<file path="config.mk">
export PLATFORM = sky130hd
export DESIGN_NAME = full_adder_unit
export DESIGN_NICKNAME = d
export VERILOG_FILES = /design/src/rtl/full_adder_cell.sv /design/src/rtl/full_adder_unit.sv
export SDC_FILE = /design/constraint.sdc
export NUM_CORES = 1
export LEC_CHECK = 0
export BUFFER_PORTS_ARGS = -buffer_cell sky130_fd_sc_hd__buf_2
export CAP_MARGIN = 30
export CORE_AREA = 4 4 41 43
export CTS_CLUSTER_SIZE = 28
export DETAILED_ROUTE_END_ITERATION = 6
export DIE_AREA = 0 0 45 47
export SYNTH_ARGS = -nofsm -noshare
export SYNTH_HDL_FRONTEND = slang
export SYNTH_SLANG_ARGS = --single-unit
</file>
<file path="constraint.sdc">
create_clock -name clk -period 1 [get_ports clk]
set_input_delay 0.3 -clock clk [delete_from_list [all_inputs] [get_ports clk]]
set_output_delay 0.3 -clock clk [all_outputs]
set_load 0.01 [all_outputs]
</file>
<file path="src/rtl/full_adder_cell.sv">
// One-bit full adder; the leaf of the ripple chain.
// Sum and carry-out from a, b and carry in.
module full_adder_cell (
    input  logic a,
    input  logic b,
    input  logic cin,
    output logic s,
    output logic cout
);

    logic p;

    // Propagate term is shared by the sum and the carry path.
    always_comb begin
        p    = a ^ b;
        s    = p ^ cin;
        cout = (a & b) | (cin & p);
    end

endmodule

</file>
<file path="src/rtl/full_adder_unit.sv">
// Ripple-carry adder: {carry_out, sum} = a + b + carry_in.
// Optional output register with a valid flag.
module full_adder_unit #(
    parameter int WIDTH      = 1,
    parameter bit REGISTERED = 1'b1
) (
    input  logic             clk,
    input  logic             rst,
    input  logic             in_valid,
    input  logic [WIDTH-1:0] a,
    input  logic [WIDTH-1:0] b,
    input  logic             carry_in,
    output logic [WIDTH-1:0] sum,
    output logic             carry_out,
    output logic             out_valid
);

    logic [WIDTH:0]   c;
    logic [WIDTH-1:0] s;

    assign c[0] = carry_in;

    for (genvar i = 0; i < WIDTH; i++) begin : g_chain
        full_adder_cell u_cell (
            .a    (a[i]),
            .b    (b[i]),
            .cin  (c[i]),
            .s    (s[i]),
            .cout (c[i+1])
        );
    end

    if (REGISTERED) begin : g_reg
        logic [WIDTH-1:0] sum_q;
        logic             co_q;
        logic             vld_q;

        // Capture the result on valid operands; hold it otherwise.
        always_ff @(posedge clk or posedge rst) begin
            if (rst) begin
                sum_q <= '0;
                co_q  <= 1'b0;
            end else if (in_valid) begin
                sum_q <= s;
                co_q  <= c[WIDTH];
            end
        end

        // Valid flag tracks in_valid with one cycle of latency.
        always_ff @(posedge clk or posedge rst) begin
            if (rst) begin
                vld_q <= 1'b0;
            end else begin
                vld_q <= in_valid;
            end
        end

        assign sum       = sum_q;
        assign carry_out = co_q;
        assign out_valid = vld_q;
    end else begin : g_comb
        assign sum       = s;
        assign carry_out = c[WIDTH];
        assign out_valid = in_valid;
    end

endmodule

</file>
==> flow_metrics.tcl <==
set metrics [dict create \
    required_ps 700 \
    min_from "in_valid" \
    cap_violations 0 \
    p_leak_nw 0.121 \
    maxClockFrequency_mhz 965 \
    antenna_found_initial 0 \
    grt_remaining_overflow 0 \
    route.layer.met1.wl_um 103 \
    yosys.area.top_type_share_pct 61.9 \
    global_route.usage.total_pct 4.75 \
    worst_hold_path_type "in2reg" \
    final_setup_slack_of_the_worst_path_ps -36.7 \
    synth_sequential_area_ratio_pct 61.9 \
    crit_type "reg2out" \
    crit_path_end_kind "primary output" \
    n_antenna_cell 0 \
    report.final.setup_viol 4 \
    critical_path.slowest_cell "sky130_fd_sc_hd__dfrtp_1" \
    yosysWarningCount 0 \
    final_antenna_net_count 0 \
    met3WireLength_um 81 \
    critical_path.top_delay_family "flip-flops" \
    timing_hold_violations_final 0 \
    wire_length_of_the_first_global_routing_pass_um 552 \
    grt_start_max_net_pins 4 \
    cts_buffers 3 \
    crit_chain "buf_2" \
    worstSkewPairLatency_ps 230 \
    num_vias 118 \
    crit_path_max_incr_delay_ps 370 \
    die_x_um 45 \
    fin_crit_sh_pct 104 \
    drt_pass_1_iters 2 \
    die-area_mm2 0.00212 \
    r2r-start "carry_out" \
    hold_slack_ps 238 \
    synth_cells 7 \
    synthDominantAreaCellType "sky130_fd_sc_hd__dfrtp_1" \
    coreArea_mm2 0.00130 \
    power.density_cell_area_mw_per_mm2 1790 \
    synth.area.top_cells "sky130_fd_sc_hd__dfrtp_1 (62%), sky130_fd_sc_hd__mux2_2 (19%), sky130_fd_sc_hd__fa_1 (16%)" \
    timing.slew.headroom_pct 92.4 \
    cts_buffer_depth 2 \
    via_count_of_the_first_global_routing_pass 130 \
    worstMarginPinSlew_ps 114 \
    initial_utilization_pct 9.33 \
    worstSetupStartpointType "flop" \
    multi_input_comb_area_um2 48.8 \
    crit_buf_inv 1 \
    rsz0062_at_grt "true" \
    worst_case_clock_skew_ps 0 \
    clkSlewWorstSetupHoldPaths_ps 30 \
    post-route-drc-count 0 \
    synth.ff_latch_count 3 \
    synthesis.area_per_instance_um2 17.3 \
    htree_levels 1 \
    dr.max_layer_used "met4" \
    cts_root_buffer "sky130_fd_sc_hd__clkbuf_4" \
    synth_nets 14 \
    post-layout-total-power_mw 0.437 \
    crit_startpoint "carry_out" \
    ir_worst_vdd_mv 0.302 \
    placementRows 13 \
    viasPerCell 3.19 \
    buffer_ports.inserted 8 \
    synth_cell_types 4 \
    io-pin-count 9 \
    num-nets-final 30 \
    violations_in_the_final_reports "setup timing" \
    tritoncts_num_sinks 3 \
    timing.critical_path.arrival_ps 740 \
    layout-drive-gt1-share_pct 72.7 \
    fill_cells 160 \
    met2_wirelength_um 145 \
    post_synth_instance_area_um2 121 \
    result_of_the_run "complete, but fails checks" \
    final-seq-area_um2 75.1 \
    area_growth_pct 101 \
    detailedPlacementHpwl_um 266 \
    crit_fanout 2 \
    detail_route.wirelength_um 342 \
    final_period_minus_worst_setup_slack_ps 1040 \
    cts_tree "built" \
    routedWlPerCell_um 9.24 \
    detailedRoute.firstIterationViolations 1 \
    final-max-slew-violation-count 0 \
    die_h_um 47 \
    routabilityCongestion 0.625 \
]
## layout make-up
type                       count  share of cell area [%]
multi-input combinational      3                    20.0
sequential                     3                    30.8
tap                           15                    7.69
inverter                       1                    1.54
clock buffer                   4                    10.8
timing repair buffer          11                    29.2
## final timing paths
path	to	slack, ps	cells past startpoint
worst min-delay path	out_valid	240	1
min in group asynchronous	sum	480	3
worst max-delay path	carry_out	-40	1
worst max register to register	carry_out	10	3
worst min register to register	sum	500	1
max in group asynchronous	out_valid	390	3
## placed cells by master (no fill, tap or decap)
cell	n
sky130_fd_sc_hd__clkbuf_4	3
sky130_fd_sc_hd__mux2_2	1
sky130_fd_sc_hd__buf_6	1
sky130_fd_sc_hd__clkbuf_1	1
sky130_fd_sc_hd__buf_2	7
sky130_fd_sc_hd__buf_4	2
sky130_fd_sc_hd__inv_1	1
sky130_fd_sc_hd__mux2_4	1
sky130_fd_sc_hd__dlygate4sd3_1	1
sky130_fd_sc_hd__dfrtp_1	3
sky130_fd_sc_hd__fa_2	1
## worst register-to-register path: cells and delay by family, from the launching register on
| kind | cells | cell delay [ps] |
|---|---|---|
| buffers and inverters | 2 | 250 |
| DFF | 1 | 370 |
| muxes | 1 | 250 |
## routing by layer
| metal | up-vias | global-route usage [%] |
|---|---|---|
| met5 | - | 0 |
| met2 | 10 | 4.80 |
| li1 | 53 | - |
| met3 | 2 | 6.90 |
| met4 | 0 | 5.26 |
| met1 | 53 | 3.67 |
## synth_stat cells
cell	instances
sky130_fd_sc_hd__inv_1	1
sky130_fd_sc_hd__mux2_2	2
sky130_fd_sc_hd__dfrtp_1	3
sky130_fd_sc_hd__fa_1	1
## sequential cells by signal, indices dropped and copies added (netlist names)
signal,cells
carry_out,1
out_valid,1
sum,1
## what timing repair did
action                                 4_1_cts  5_1_grt
resized for setup                            0        1
endpoints found under the hold margin        3        0
hold buffers                                 1        0
setup endpoints to repair                    3        4
buffers inserted                             1        1
## stage by stage
step           instances  worst slack (ps)  cell area (um^2)  setup TNS [ps]  util, %
2_1_floorplan          7              -106               128            -127        -
3_3_place_gp          30              -246               186            -400     14.3
3_5_place_dp          30              -251               186            -413     14.3
4_1_cts               36             -45.7               230            -103     17.7
5_1_grt               37             -74.7               244            -206     18.8
6_report              37             -36.7               244           -79.1     18.8
## kinds of logic (layout without fill, tap and decap cells)
| logic type | Yosys count | after routing | synth area share [%] |
|---|---|---|---|
| flops | 3 | 3 | 61.9 |
| fa+ha+maj | 1 | 1 | 16.5 |
| mux | 2 | 2 | 18.6 |
| buf+inv | 1 | 16 | 3.09 |
## power by group
| part | leakage [nW] | internal, mW | switching (mW) |
|---|---|---|---|
| registers | 0.0350 | 0.137 | 0.00671 |
| logic | 0.0714 | 0.0508 | 0.0322 |
| clock network | 0.0150 | 0.149 | 0.0606 |
No activity file was read; power rests on OpenSTA's default activity.
